==> config.mk <==
export PLATFORM = sky130hd
export DESIGN_NAME = mem_stage_flat
export DESIGN_NICKNAME = d
export VERILOG_FILES = /design/src/rtl/mips_mem_pkg.sv /design/src/rtl/mem_stage_if.sv /design/src/rtl/mem_lane_align.sv /design/src/rtl/mem_stage.sv /design/src/flat_wrapper.sv
export SDC_FILE = /design/constraint.sdc
export NUM_CORES = 1
export LEC_CHECK = 0
export CORE_AREA = 2 2 146 148
export DETAILED_ROUTE_END_ITERATION = 8
export DIE_AREA = 0 0 148 150
export PLACE_DENSITY = 0.85
export SLEW_MARGIN = 20
export SYNTH_ARGS = -nofsm -noshare
export SYNTH_HDL_FRONTEND = slang
export SYNTH_SLANG_ARGS = --single-unit
==> constraint.sdc <==
create_clock -name clock -period 5.29 [get_ports clock]
set_input_delay 1.058 -clock clock [delete_from_list [all_inputs] [get_ports clock]]
set_output_delay 1.058 -clock clock [all_outputs]
set_load 0.005 [all_outputs]
==> src/rtl/mips_mem_pkg.sv <==
// Shared definitions for the MIPS memory-access stage and its lane helper.
// Opcodes, FSM states, access sizes and a small opcode decoder.
package mips_mem_pkg;

   localparam logic [0:5] OP_LB  = 6'h20;
   localparam logic [0:5] OP_LH  = 6'h21;
   localparam logic [0:5] OP_LW  = 6'h23;
   localparam logic [0:5] OP_LBU = 6'h24;
   localparam logic [0:5] OP_LHU = 6'h25;
   localparam logic [0:5] OP_SB  = 6'h28;
   localparam logic [0:5] OP_SH  = 6'h29;
   localparam logic [0:5] OP_SW  = 6'h2B;

   typedef enum logic [1:0] {
      ST_IDLE,
      ST_RD,
      ST_RD_DATA,
      ST_WR
   } mem_state_e;

   typedef enum logic [1:0] {
      SZ_BYTE,
      SZ_HALF,
      SZ_WORD
   } access_size_e;

   typedef struct packed {
      logic         is_mem;
      logic         is_load;
      logic         is_signed;
      access_size_e size;
   } mem_op_t;

   function automatic mem_op_t decode_op(input logic [0:5] opcode);
      mem_op_t op;
      op = '{is_mem: 1'b0, is_load: 1'b0, is_signed: 1'b0, size: SZ_WORD};
      case (opcode)
         OP_LB:   op = '{1'b1, 1'b1, 1'b1, SZ_BYTE};
         OP_LBU:  op = '{1'b1, 1'b1, 1'b0, SZ_BYTE};
         OP_LH:   op = '{1'b1, 1'b1, 1'b1, SZ_HALF};
         OP_LHU:  op = '{1'b1, 1'b1, 1'b0, SZ_HALF};
         OP_LW:   op = '{1'b1, 1'b1, 1'b0, SZ_WORD};
         OP_SB:   op = '{1'b1, 1'b0, 1'b0, SZ_BYTE};
         OP_SH:   op = '{1'b1, 1'b0, 1'b0, SZ_HALF};
         OP_SW:   op = '{1'b1, 1'b0, 1'b0, SZ_WORD};
         default: op = '{1'b0, 1'b0, 1'b0, SZ_WORD};
      endcase
      return op;
   endfunction

   // lane = addr[30:31]; lane[1] is the least significant address bit
   function automatic logic misaligned(input access_size_e size, input logic [0:1] lane);
      return ((size == SZ_HALF) && lane[1]) || ((size == SZ_WORD) && (lane != 2'b00));
   endfunction

endpackage

==> src/rtl/mem_stage_if.sv <==
// Word-wide port between the memory stage and mem_controller.
interface mem_stage_if;
   logic [0:31] mem_address;
   logic        mem_wren;
   logic [0:31] mem_data_in;
   logic [0:31] mem_data_out;

   modport master (
      output mem_address,
      output mem_wren,
      output mem_data_in,
      input  mem_data_out
   );

   modport slave (
      input  mem_address,
      input  mem_wren,
      input  mem_data_in,
      output mem_data_out
   );
endinterface

==> src/rtl/mem_lane_align.sv <==
// Big-endian byte/halfword lane extraction and store merge on a 32-bit word.
// Purely combinational so the cache block can share it.
module mem_lane_align
   import mips_mem_pkg::*;
(
   input  access_size_e size,
   input  logic         is_signed,
   input  logic [0:1]   lane,
   input  logic [0:31]  word,
   input  logic [0:31]  store_data,
   output logic [0:31]  load_val,
   output logic [0:31]  merge_word
);

   logic [4:0]  byte_base;
   logic [4:0]  half_base;
   logic [0:7]  byte_sel;
   logic [0:15] half_sel;

   // lane k lives at bits [8k:8k+7]; lane 0 is the most significant byte
   assign byte_base = {lane, 3'b000};
   assign half_base = {lane[0], 4'b0000};

   always_comb begin
      byte_sel   = word[byte_base +: 8];
      half_sel   = word[half_base +: 16];
      load_val   = word;
      merge_word = store_data;
      case (size)
         SZ_BYTE: begin
            load_val   = {{24{is_signed & byte_sel[0]}}, byte_sel};
            merge_word = word;
            merge_word[byte_base +: 8] = store_data[24:31];
         end
         SZ_HALF: begin
            load_val   = {{16{is_signed & half_sel[0]}}, half_sel};
            merge_word = word;
            merge_word[half_base +: 16] = store_data[16:31];
         end
         default: begin
            load_val   = word;
            merge_word = store_data;
         end
      endcase
   end

endmodule

==> src/rtl/mem_stage.sv <==
// MIPS memory-access stage: loads, stores (sub-word via read-modify-write),
// registered writeback and upstream stall while a transaction is in flight.
//
// state      | meaning
// -----------+-----------------------------------------------------------
// ST_IDLE    | accepting; non-memory ops retire straight through
// ST_RD      | aligned read address presented to memory
// ST_RD_DATA | read data valid; loads retire, sub-word stores merge
// ST_WR      | single write strobe cycle; store retires on exit
module mem_stage
   import mips_mem_pkg::*;
#(
   parameter bit CHECK_ALIGN = 1'b1
)
(
   input  logic        clock,
   input  logic        reset_n,
   input  logic        in_valid,
   input  logic [0:31] in_insn,
   input  logic [0:31] in_alu_result,
   input  logic [0:31] in_rt_data,
   output logic        stall,
   mem_stage_if.master bus,
   output logic        wb_valid,
   output logic [0:31] wb_insn,
   output logic [0:31] wb_data,
   output logic        addr_error
);

   mem_state_e  state;
   logic [0:31] insn_q;
   logic [0:31] addr_q;
   logic [0:31] rt_q;
   logic [0:31] op_insn;
   mem_op_t     op;
   logic [0:31] load_val;
   logic [0:31] merge_word;

   // one decoder: the incoming word while idle, the held word otherwise
   assign op_insn = (state == ST_IDLE) ? in_insn : insn_q;
   assign op      = decode_op(op_insn[0:5]);
   assign stall   = (state != ST_IDLE);

   mem_lane_align u_lane_align (
      .size       (op.size),
      .is_signed  (op.is_signed),
      .lane       (addr_q[30:31]),
      .word       (bus.mem_data_out),
      .store_data (rt_q),
      .load_val   (load_val),
      .merge_word (merge_word)
   );

   always_ff @(posedge clock or negedge reset_n) begin
      if (!reset_n) begin
         state           <= ST_IDLE;
         insn_q          <= '0;
         addr_q          <= '0;
         rt_q            <= '0;
         bus.mem_address <= '0;
         bus.mem_wren    <= 1'b0;
         bus.mem_data_in <= '0;
         wb_valid        <= 1'b0;
         wb_insn         <= '0;
         wb_data         <= '0;
         addr_error      <= 1'b0;
      end else begin
         wb_valid     <= 1'b0;
         addr_error   <= 1'b0;
         bus.mem_wren <= 1'b0;
         case (state)
            ST_IDLE: begin
               if (in_valid) begin
                  insn_q <= in_insn;
                  addr_q <= in_alu_result;
                  rt_q   <= in_rt_data;
                  if (!op.is_mem) begin
                     wb_valid <= 1'b1;
                     wb_insn  <= in_insn;
                     wb_data  <= in_alu_result;
                  end else if (CHECK_ALIGN && misaligned(op.size, in_alu_result[30:31])) begin
                     addr_error <= 1'b1;
                  end else if (op.is_load || (op.size != SZ_WORD)) begin
                     state           <= ST_RD;
                     bus.mem_address <= {in_alu_result[0:29], 2'b00};
                  end else begin
                     state           <= ST_WR;
                     bus.mem_address <= {in_alu_result[0:29], 2'b00};
                     bus.mem_wren    <= 1'b1;
                     bus.mem_data_in <= in_rt_data;
                  end
               end
            end
            ST_RD: begin
               state <= ST_RD_DATA;
            end
            ST_RD_DATA: begin
               if (op.is_load) begin
                  state    <= ST_IDLE;
                  wb_valid <= 1'b1;
                  wb_insn  <= insn_q;
                  wb_data  <= load_val;
               end else begin
                  // mem_data_in doubles as the merged read-modify-write word
                  state           <= ST_WR;
                  bus.mem_wren    <= 1'b1;
                  bus.mem_data_in <= merge_word;
               end
            end
            ST_WR: begin
               state    <= ST_IDLE;
               wb_valid <= 1'b1;
               wb_insn  <= insn_q;
               wb_data  <= addr_q;
            end
            default: begin
               state <= ST_IDLE;
            end
         endcase
      end
   end

endmodule
==> src/flat_wrapper.sv <==
// flat-port wrapper written by rule: the top's interface ports become plain ports
module mem_stage_flat import mips_mem_pkg::*;
#(
   parameter bit CHECK_ALIGN = 1'b1
)
  (clock, reset_n, in_valid, in_insn, in_alu_result, in_rt_data, stall, wb_valid, wb_insn, wb_data, addr_error, bus_mem_address, bus_mem_wren, bus_mem_data_in, bus_mem_data_out);
  mem_stage_if bus_i ();
  input  logic clock;
  input  logic reset_n;
  input  logic in_valid;
  input  logic [0:31] in_insn;
  input  logic [0:31] in_alu_result;
  input  logic [0:31] in_rt_data;
  output logic stall;
  output logic wb_valid;
  output logic [0:31] wb_insn;
  output logic [0:31] wb_data;
  output logic addr_error;
  output wire logic [$bits(bus_i.mem_address)-1:0] bus_mem_address;
  output wire logic [$bits(bus_i.mem_wren)-1:0] bus_mem_wren;
  output wire logic [$bits(bus_i.mem_data_in)-1:0] bus_mem_data_in;
  input wire logic [$bits(bus_i.mem_data_out)-1:0] bus_mem_data_out;
  assign bus_mem_address = bus_i.mem_address;
  assign bus_mem_wren = bus_i.mem_wren;
  assign bus_mem_data_in = bus_i.mem_data_in;
  assign bus_i.mem_data_out = bus_mem_data_out;
  mem_stage #(.CHECK_ALIGN(CHECK_ALIGN)) u_core (.clock(clock), .reset_n(reset_n), .in_valid(in_valid), .in_insn(in_insn), .in_alu_result(in_alu_result), .in_rt_data(in_rt_data), .stall(stall), .bus(bus_i), .wb_valid(wb_valid), .wb_insn(wb_insn), .wb_data(wb_data), .addr_error(addr_error));
endmodule
Word level (Yosys, flattened, before mapping)
Cells that the tools add are included.
{"block": "totals", "reg_bits": 227, "input_bits": 131, "out_inout_bits": 132, "wordCells": 100}
{"block": "op_classes", "bitwise": 5, "n_reduce_logical": 15, "n_eq_ne": 21, "n_mux": 40, "shifts": 6, "add_sub_neg": 2}
{"operator": "2-to-1 mux 32 bit", "n": 12}
{"operator": "one-hot mux 32 bit (2 select lines)", "n": 3}
{"operator": "one-hot mux 32 bit (3 select lines)", "n": 2}
{"operator": "variable shift 33 x 7 -> 32 bit (first input constant)", "n": 2}
{"operator": "variable part select 32 x 6 -> 33 bit", "n": 2}
{"operator": "variable part select 33 x 7 -> 32 bit", "n": 2}
{"operator": "bitwise mux 32 bit", "n": 2}
{"operator": "equality test 6 bit (second input constant)", "n": 8}
{"operator": "one-hot mux 5 bit (8 select lines)", "n": 1}
{"operator": "negation 6 -> 7 bit", "n": 2}
{"operator": "2-to-1 mux 1 bit", "n": 12}
{"operator": "!= test 2 bit (second input constant)", "n": 6}
{"operator": "inverter 5 -> 6 bit", "n": 2}
{"operator": "2-to-1 mux 2 bit", "n": 5}
{"operator": "one-hot mux 2 bit (4 select lines)", "n": 1}
{"operator": "AND reduction 4 bit", "n": 2}
{"operator": "equality test 2 bit (second input constant)", "n": 3}
{"operator": "AND reduction 6 bit", "n": 1}
{"operator": "nonzero test 2 bit", "n": 3}
{"operator": "equality test 2 x 1 -> 1 bit (second input constant)", "n": 2}
{"operator": "logical NOT 2 bit", "n": 2}
{"operator": "!= test 2 x 1 -> 1 bit (second input constant)", "n": 2}
{"operator": "one-hot mux 1 bit (3 select lines)", "n": 1}
{"operator": "AND reduction 3 bit", "n": 1}
{"operator": "7 further kinds", "n": 10}

Longest topological paths before layout
Gate-level depths: netlist (run 1).
{"block": "depth", "word_depth": 11, "ltp_mapped": 9, "mapped_depth_nobuf": 7}

Cells and area by module
Synthesis (run 1) repeated with hierarchy kept, for this count alone.
{"block": "hier_totals", "cells_unflattened": 1294, "area_unflattened_um2": 11933.9}
{"mod": "mem_stage", "cells_per_inst": 1043, "area_each_um2": 10423.7, "instances": 1, "seq_area_each_um2": 5680.4}
{"mod": "mem_lane_align", "cells_per_inst": 251, "area_each_um2": 1510.2, "instances": 1, "seq_area_each_um2": 0.0}

Worst setup path before layout (run 1)
No wires, ideal clock.
{"block": "synth_path", "kind": "input-to-reg", "from": "input in_insn[1] (netlist name)", "to": "register u_core.bus.mem_data_in[0]", "t_arrival_ns": 3.070, "cell_stages": 8, "slack_ns": 2.095, "n_path_buf": 2, "setup_time_ns": 0.125, "t_required_ns": 5.165, "cell_sequence": "or4b_1 o21a_1 buf_2 a211oi_4 o221ai_2 o21ai_4 buf_6 mux2_2"}
{"block": "synth_via", "elab_chain_cells": 8, "elab_cells_between_ends": 26, "classes_between": "eq/ne: 15; mux: 5; reduce/logical: 6"}
{"item": "from (decl)", "line_no": "flat_wrapper.sv:11", "rtl": "input logic [0:31] in_insn;"}
{"item": "2-to-1 mux 32 bit *", "line_no": "mem_stage.sv:40", "rtl": "assign op_insn = (state == ST_IDLE) ? in_insn : insn_q;"}
{"item": "equality test 6 bit", "line_no": "mips_mem_pkg.sv:37", "rtl": "case (opcode)"}
{"item": "one-hot mux 5 bit (8 select lines) *", "line_no": "mips_mem_pkg.sv:37"}
{"item": "equality test 2 x 1 -> 1 bit or equality test 2 bit (tied branches)", "line_no": "mips_mem_pkg.sv:53, mem_lane_align.sv:29"}
{"item": "logical AND 1 bit", "line_no": "mips_mem_pkg.sv:53", "rtl": "return ((size == SZ_HALF) && lane[1]) || ((size == SZ_WORD) && (lane != 2'b00));"}
{"item": "logical OR 1 bit", "line_no": "mips_mem_pkg.sv:53"}
{"item": "!= test 2 bit (no source line)"}
{"item": "AND reduction 6 bit (no source line)"}
{"item": "to (signal assigned)", "line_no": "mem_stage.sv:90", "rtl": "bus.mem_data_in <= in_rt_data;"}
{"item": "to (signal assigned)", "line_no": "mem_stage.sv:107", "rtl": "bus.mem_data_in <= merge_word;"}
{"item": "to (decl)", "line_no": "mem_stage_if.sv:11", "rtl": "output mem_data_in,"}
Every way passes the cells marked *; elsewhere a longest branch is shown, timed or not. The select of a mux whose other input is x is not followed.
A chain may end at the register's enable or synchronous reset.

Worst setup path in the final report (run 1)
{"block": "layout_path", "from": "input in_insn[4] (netlist name)", "to": "register u_core.bus.mem_data_in[8]"}
The elaborated chain is that of the path after synthesis.

==> metrics.md, run 1 <==
| Metric | Value |
|---|---|
| Number of max-cap violations | `0` |
| Die Footprint | `22200 um^2` |
| Num Clock Sinks | `227` |
| Syn avg cell area | `approximately 11 um^2` |
| Hold path cells | `1` |
| Clock root buffer | `clkbuf_16` |
| Final Util | `a little over two thirds` |
| Post-synthesis adder-cell area fraction | `0%` |
| Worst-Skew Late Latency | `approximately 0.52 ns` |
| RSZ-0062 raised after global routing | `false` |
| Die Y-Extent | `150 um` |
| Wire per inst | `21.62 um` |
| Prevailing post-synth register cell | `dfrtp_1` |
| CTS tree | `yes` |
| Post-synthesis sequential area ratio | `51.60%` |
| DR pass1 iterations | `5` |
| CP Max Fanout | `33` |
| Vias in the first global route | `between 9k and 10k` |
| Largest cells by area after synthesis | `dfrtp_1 (52%), mux2_2 (16%), mux2i_1 (5.2%)` |
| Post-synthesis compound-gate area fraction | `15.63%` |
| Grt total ovfl | `0` |
| WHS Endpoint | `u_core.bus.mem_data_in[14]$_DFFE_PN0P_` |
| Core footprint | `around 21000 um^2` |
| Largest family of logic cells by synthesized area | `multiplexers` |
| CP peak stage delay | `0.63 ns` |
| Count leader, synth | `dfrtp_1` |
| CP max-delay cell | `or4_1` |
| Via density per instance | `6.019` |
| Flop-to-flop setup slack | `between 1.5 and 2 ns` |
| Synth Warn # | `0` |
| Pwr Density | `647.0 nW/um^2` |
| Final #Nets | `1362` |
| Num ports | `263` |
| Worst R2R End | `u_core.bus.mem_data_in[8]$_DFFE_PN0P_` |
| Layout area overhead | `32.96%` |
| Fin Clk Skew | `0.007338 ns` |
| Post-CTS Hold Fix Bufs | `0` |
| Worst-case clock buffer depth | `3` |
| Htree depth | `1` |
| Total Wirelength | `about 33000 um` |
| Outcome | `completed` |
| Die Width | `148 um` |
| PostCTS Resize Cnt | `0` |
| Clk pin slew, worst setup/hold paths | `0.06 ns` |
| Pins Over Slew Limit | `0` |
| Setup total negative slack | `0 ns` |
| DRC viols | `0` |
| Largest net degree at the start of global routing | `116` |
| Post-synth cell types | `57` |
| CTS Buf Count | `25` |
| Required time of the critical path | `5.69 ns` |
| Initial DRC Count | `820` |
| FF-to-FF Start | `u_core.state[1]$_DFFE_PN0P_` |
| Tot GR Track Use | `29.43%` |
| FF-to-FF path depth | `8` |
| Slew HR | `about 34%` |
| Post-route ant nets | `0` |
| Final worst path period share | `72.04%` |
| Cells after synthesis | `1001` |
| Filler cells | `1493` |
| Worst Path Arrival | `4.21 ns` |
| Setup crit start kind | `primary input` |
| Worst min-delay path category | `flop to flop` |
| FMAX | `~260 MHz` |
| Final worst path period need | `3.811 ns` |
| Area leader, netlist | `dfrtp_1` |
| Hold Startpoint | `u_core.bus.mem_data_in[14]$_DFFE_PN0P_` |
| Kind of critical path | `primary input to flop` |
| Mapped Area | `between 10000 and 15000 um^2` |
| Synth async-reset ratio | `100.0%` |
| Hold Vio Cnt, Final | `0` |
| Worst slew pin tran | `about 0.99 ns` |
| Number of port buffers | `260` |
| Layout cells sized above 1 | `between 15 and 20%` |
| Synthesis-stage register bit count | `227` |
| Final setup violation count | `0` |
| Starting density of the core | `53.21%` |
| Vias | `9197` |
| Post-synth EDFFs | `0` |
| First-pass GRT wire length | `51420 um` |
| Cell Rows | `53` |
| Post-synthesis xor/xnor area fraction | `0%` |
| Crit path launch | `in_insn[4]` |
| Final HPWL DP | `around 23000 um` |
| Crit. End Element | `flop` |
| Post-synth top cells | `dfrtp_1 (227), mux2_2 (152), nor2_1 (113), a21oi_1 (83), mux2i_1 (57)` |
| Worst path cell trace | `clkdlybuf4s50_1 > or4_1 > o31a_1 > a21oi_4 > o221ai_4 > o21ai_4 > buf_4 > mux2_2` |
| Routability-driven placement congestion ratio | `0.9309` |
| Leak | `6.012 nW` |
| Initial antenna violation count | `5` |
| Yosys top cell area share | `51.60%` |
| Max rail drop VDD | `0.0004900 V` |
| Post-CTS Setup Repair Bufs | `0` |
| Mux contribution to synthesized area | `21.04%` |
| Simple-gate share of the synthesized area | `8.036%` |
==> power by group <==
part | switching [mW] | total [mW] | internal [mW]
combinational | 2.25 | 4.51 | 2.27
clock | 0.695 | 1.75 | 1.06
sequential | 0.598 | 3.20 | 2.60
==> critical path: cells and delay by family <==
family,cells,cell delay [ns]
compound gates,4,1.18
buf+inv,2,0.92
mux,1,0.40
simple gates,1,0.63
==> sequential cells by signal, indices dropped and copies added (netlist names) <==
| register | flops |
|---|---|
| u_core.insn_q | 32 |
| u_core.state | 2 |
| u_core.wb_valid | 1 |
| u_core.rt_q | 32 |
| u_core.wb_insn | 32 |
| u_core.wb_data | 32 |
| u_core.bus.mem_wren | 1 |
| u_core.bus.mem_data_in | 32 |
| u_core.addr_q | 32 |
| u_core.addr_error | 1 |
| u_core.bus.mem_address | 30 |
==> layer usage <==
metal | vias up | wire (um) | global-route usage, % | share of wire (%)
met5 | - | 0 | 0 | 0
met4 | 0 | 1280 | 12.48 | 3.9
met3 | 90 | 2998 | 7.012 | 9.1
met2 | 453 | 15360 | 45.44 | 46
met1 | 4524 | 13400 | 40.05 | 41
li1 | 4130 | - | - | -
==> through the flow <==
stage	hold slack, ns	instance area (um^2)	setup WS [ns]	total power [mW]	cells
6_report	0.4931	14640	1.479	9.470	1528
3_3_place_gp	0.4705	13790	1.143	7.510	1479
2_1_floorplan	0.4722	11010	2.095	5.820	1002
4_1_cts	0.4935	14620	1.524	9.467	1523
5_1_grt	0.5162	14640	1.377	10.02	1528
3_5_place_dp	0.4807	13790	1.068	7.665	1479
==> cells in the final DEF, fill, tap and decap left out, types with 25 or more instances in the layout <==
| cell | instances |
|---|---|
| clkdlybuf4s50_1 | 259 |
| dfrtp_1 | 226 |
| mux2_2 | 152 |
| nor2_1 | 112 |
| a21oi_1 | 83 |
| mux2i_1 | 57 |
| nand2_1 | 42 |
| o21ai_0 | 40 |
| a31oi_1 | 29 |
| clkbuf_16 | 25 |
==> how the worst max path moves through the flow <==
stage                                                  endpoint  slack (ns)
after detailed placement  u_core.bus.mem_data_in[8]$_DFFE_PN0P_        1.07
after floorplan           u_core.bus.mem_data_in[0]$_DFFE_PN0P_        2.10
final                     u_core.bus.mem_data_in[8]$_DFFE_PN0P_        1.48
after CTS                 u_core.bus.mem_data_in[8]$_DFFE_PN0P_        1.52
after global placement    u_core.bus.mem_data_in[4]$_DFFE_PN0P_        1.14
after global routing      u_core.bus.mem_data_in[8]$_DFFE_PN0P_        1.38
==> cells by family after synthesis <==
family          after synthesis
flops                       227
other cells                   1
compound gates              265
mux                         211
simple gates                204
buf+inv                      93
==> final cells by class <==
cell class	count	area (um^2)	area share [%]
clock inverter	8	95.09	0.6497
tap	275	344.1	2.351
antenna	5	12.51	0.08548
clock buffer	36	737.0	5.035
inverter	18	67.56	0.4616
sequential	227	5682	38.82
multi-input combinational	682	4964	33.91
timing repair buffer	277	2735	18.69
Note: power is estimated with default switching activity, not from simulation.
==> run 2: changes to the inputs <==
- CORE_AREA: 2 2 146 148 -> 2 2 160 162
- DIE_AREA: 0 0 148 150 -> 0 0 162 164
- PLACE_DENSITY: 0.85 -> 0.75
- clock period: 5.29 -> 3.1 ns (I/O delays scaled with it)
==> run 2 against run 1 <==
Global-route usage shrank 3.7 points. Register-to-register slack worse by 1.4 ns. Count of clock-buffer cells in the layout is 2 higher. Die area increased by 20%. Sequential share of layout area shrank 1.5 points. Critical path type is now flop to flop. Largest cell class unchanged.
==> metrics.md, run 2 (same netlist as run 1, synthesis figures left out) <==
| Metric | Value |
|---|---|
| Htree depth | `1` |
| Worst-Skew Late Latency | `0.53 ns` |
| Setup crit start kind | `flop` |
| Post-CTS Setup Repair Bufs | `0` |
| CTS Buf Count | `26` |
| Wire per inst | `roughly 21 um` |
| Worst min-delay path category | `primary input to async pin` |
| Slew HR | `59.89%` |
| CTS tree | `yes` |
| Dpl cell area | `14350 um^2` |
| PostCTS Resize Cnt | `0` |
| Kind of critical path | `flop to flop` |
| Die Y-Extent | `164 um` |
| Final setup violation count | `0` |
| Total Wirelength | `34440 um` |
| Initial DRC Count | `roughly 730` |
| Tot GR Track Use | `approximately a quarter` |
| Die Footprint | `26570 um^2` |
| Via density per instance | `5.666` |
| CP Max Fanout | `37` |
| First-pass GRT wire length | `53060 um` |
| Number of port buffers | `260` |
| Layout cells sized above 1 | `21.19%` |
| Final worst-path setup slack | `0.2089 ns` |
| Clk pin slew, worst setup/hold paths | `0.06 ns` |
| Commonest non-fill, non-tap cell in the layout | `clkdlybuf4s50_1` |
| Routability-driven placement congestion ratio | `0.8686` |
| Worst slew pin tran | `approximately 0.6 ns` |
| Final #Nets | `1410` |
| Pins Over Slew Limit | `0` |
| Fin Clk Skew | `0.01326 ns` |
| Flop-to-flop setup slack | `0.21 ns` |
| Largest net degree at the start of global routing | `~110` |
| N_diodes | `0` |
| Outcome | `completed` |
| Initial antenna violation count | `2` |
| Die Width | `162 um` |
| Max rail drop VDD | `0.0005934 V` |
| Number of max-cap violations | `0` |
| DR pass1 iterations | `5` |
| Dpl ws | `-0.1779 ns` |
| Design area | `15220 um^2` |
| Vias | `9225` |
| Commonest cells after routing, fill and taps aside | `clkdlybuf4s50_1 (259), dfrtp_1 (226), mux2_2 (152), nor2_1 (112), a21oi_1 (83)` |
| Clock root buffer | `clkbuf_16` |
| Worst Path Arrival | `3.29 ns` |
| RSZ-0062 raised after global routing | `false` |
| Vias in the first global route | `roughly 9.2k` |
| Filler cells | `2030` |
| Final HPWL DP | `between 20000 and 25000 um` |
| Worst-case clock buffer depth | `3` |
| Num Clock Sinks | `227` |
| Post-route ant nets | `0` |
| Hold Vio Cnt, Final | `0` |
| Cell Rows | `58` |
| Required time of the critical path | `3.50 ns` |
| Crit. End Element | `flop` |
| Pwr Density | `1114 nW/um^2` |
| Leak | `6.302 nW` |
| Final worst path period need | `2.891 ns` |
| DRC viols | `0` |
| Starting density of the core | `44.35%` |
| Core footprint | `about 25000 um^2` |
| Num ports | `around 260` |
| FMAX | `345.9 MHz` |
| Final worst path period share | `93.26%` |
| Grt total ovfl | `0` |
| Post-CTS Hold Fix Bufs | `0` |
| Layout area overhead | `38.25%` |
run 2: layout make-up:
cell class / instances / area, um^2 / share of cell area [%]
multi-input cells: 682 / 4964 / 32.62
clock inverters: 9 / 100.1 / 0.6577
well taps: 330 / 412.9 / 2.713
repair buffers: 324 / 3226 / 21.20
flip-flops and latches: 227 / 5682 / 37.33
inverters: 18 / 67.56 / 0.4440
clock buffers: 38 / 767.0 / 5.040
run 2: path summary, 6_finish.rpt:
check	startpoint	end	cells after the start
max	u_core.state[1]$_DFFE_PN0P_	u_core.wb_data[11]$_DFFE_PN0P_	8
min	reset_n	u_core.bus.mem_address[10]$_DFFE_PN0P_	1
max reg2reg	u_core.state[1]$_DFFE_PN0P_	u_core.wb_data[11]$_DFFE_PN0P_	8
min reg2reg	u_core.bus.mem_address[10]$_DFFE_PN0P_	u_core.bus.mem_address[10]$_DFFE_PN0P_	1
max in group asynchronous	reset_n	u_core.state[1]$_DFFE_PN0P_	2
min in group clock	u_core.bus.mem_address[10]$_DFFE_PN0P_	u_core.bus.mem_address[10]$_DFFE_PN0P_	1
run 2: where the power goes:
part	leakage, nW	switching, mW	internal [mW]
Combinational	3.21	3.97	4.45
Clock	0.424	1.22	1.87
Sequential	2.67	1.00	4.44
Total	6.30	6.19	10.8
run 2: per-stage QoR:
stage / TNS, ns / power, mW / utilization (%) / cells / hold slack (ns)
after floorplan: 0 / 9.932 / - / 1002 / 0.3244
after global placement: -2.363 / 13.62 / 57.82 / 1581 / 0.4805
after detailed placement: -4.902 / 13.84 / 57.82 / 1581 / 0.4890
after CTS: 0 / 17.02 / 61.32 / 1628 / 0.02964
after global routing: 0 / 17.99 / 61.32 / 1628 / 0.05574
final: 0 / 16.96 / 61.32 / 1628 / 0.03216
run 2: routing by layer:
layer | global-route usage (%) | wire length (um)
met5 | 0 | 25
met2 | 40.10 | 16010
met1 | 35.25 | 14600
met3 | 6.035 | 2703
met4 | 9.091 | 1104
run 2: critical path: stages, from the launching register on:
cell and delay [ns]:
dfrtp_2 0.53, nor2_2 0.38, o31ai_1 0.14, buf_4 0.17, or4b_2 0.66, a21boi_4 0.21
buf_12 0.21, nor2_1 0.07, o32ai_1 0.37
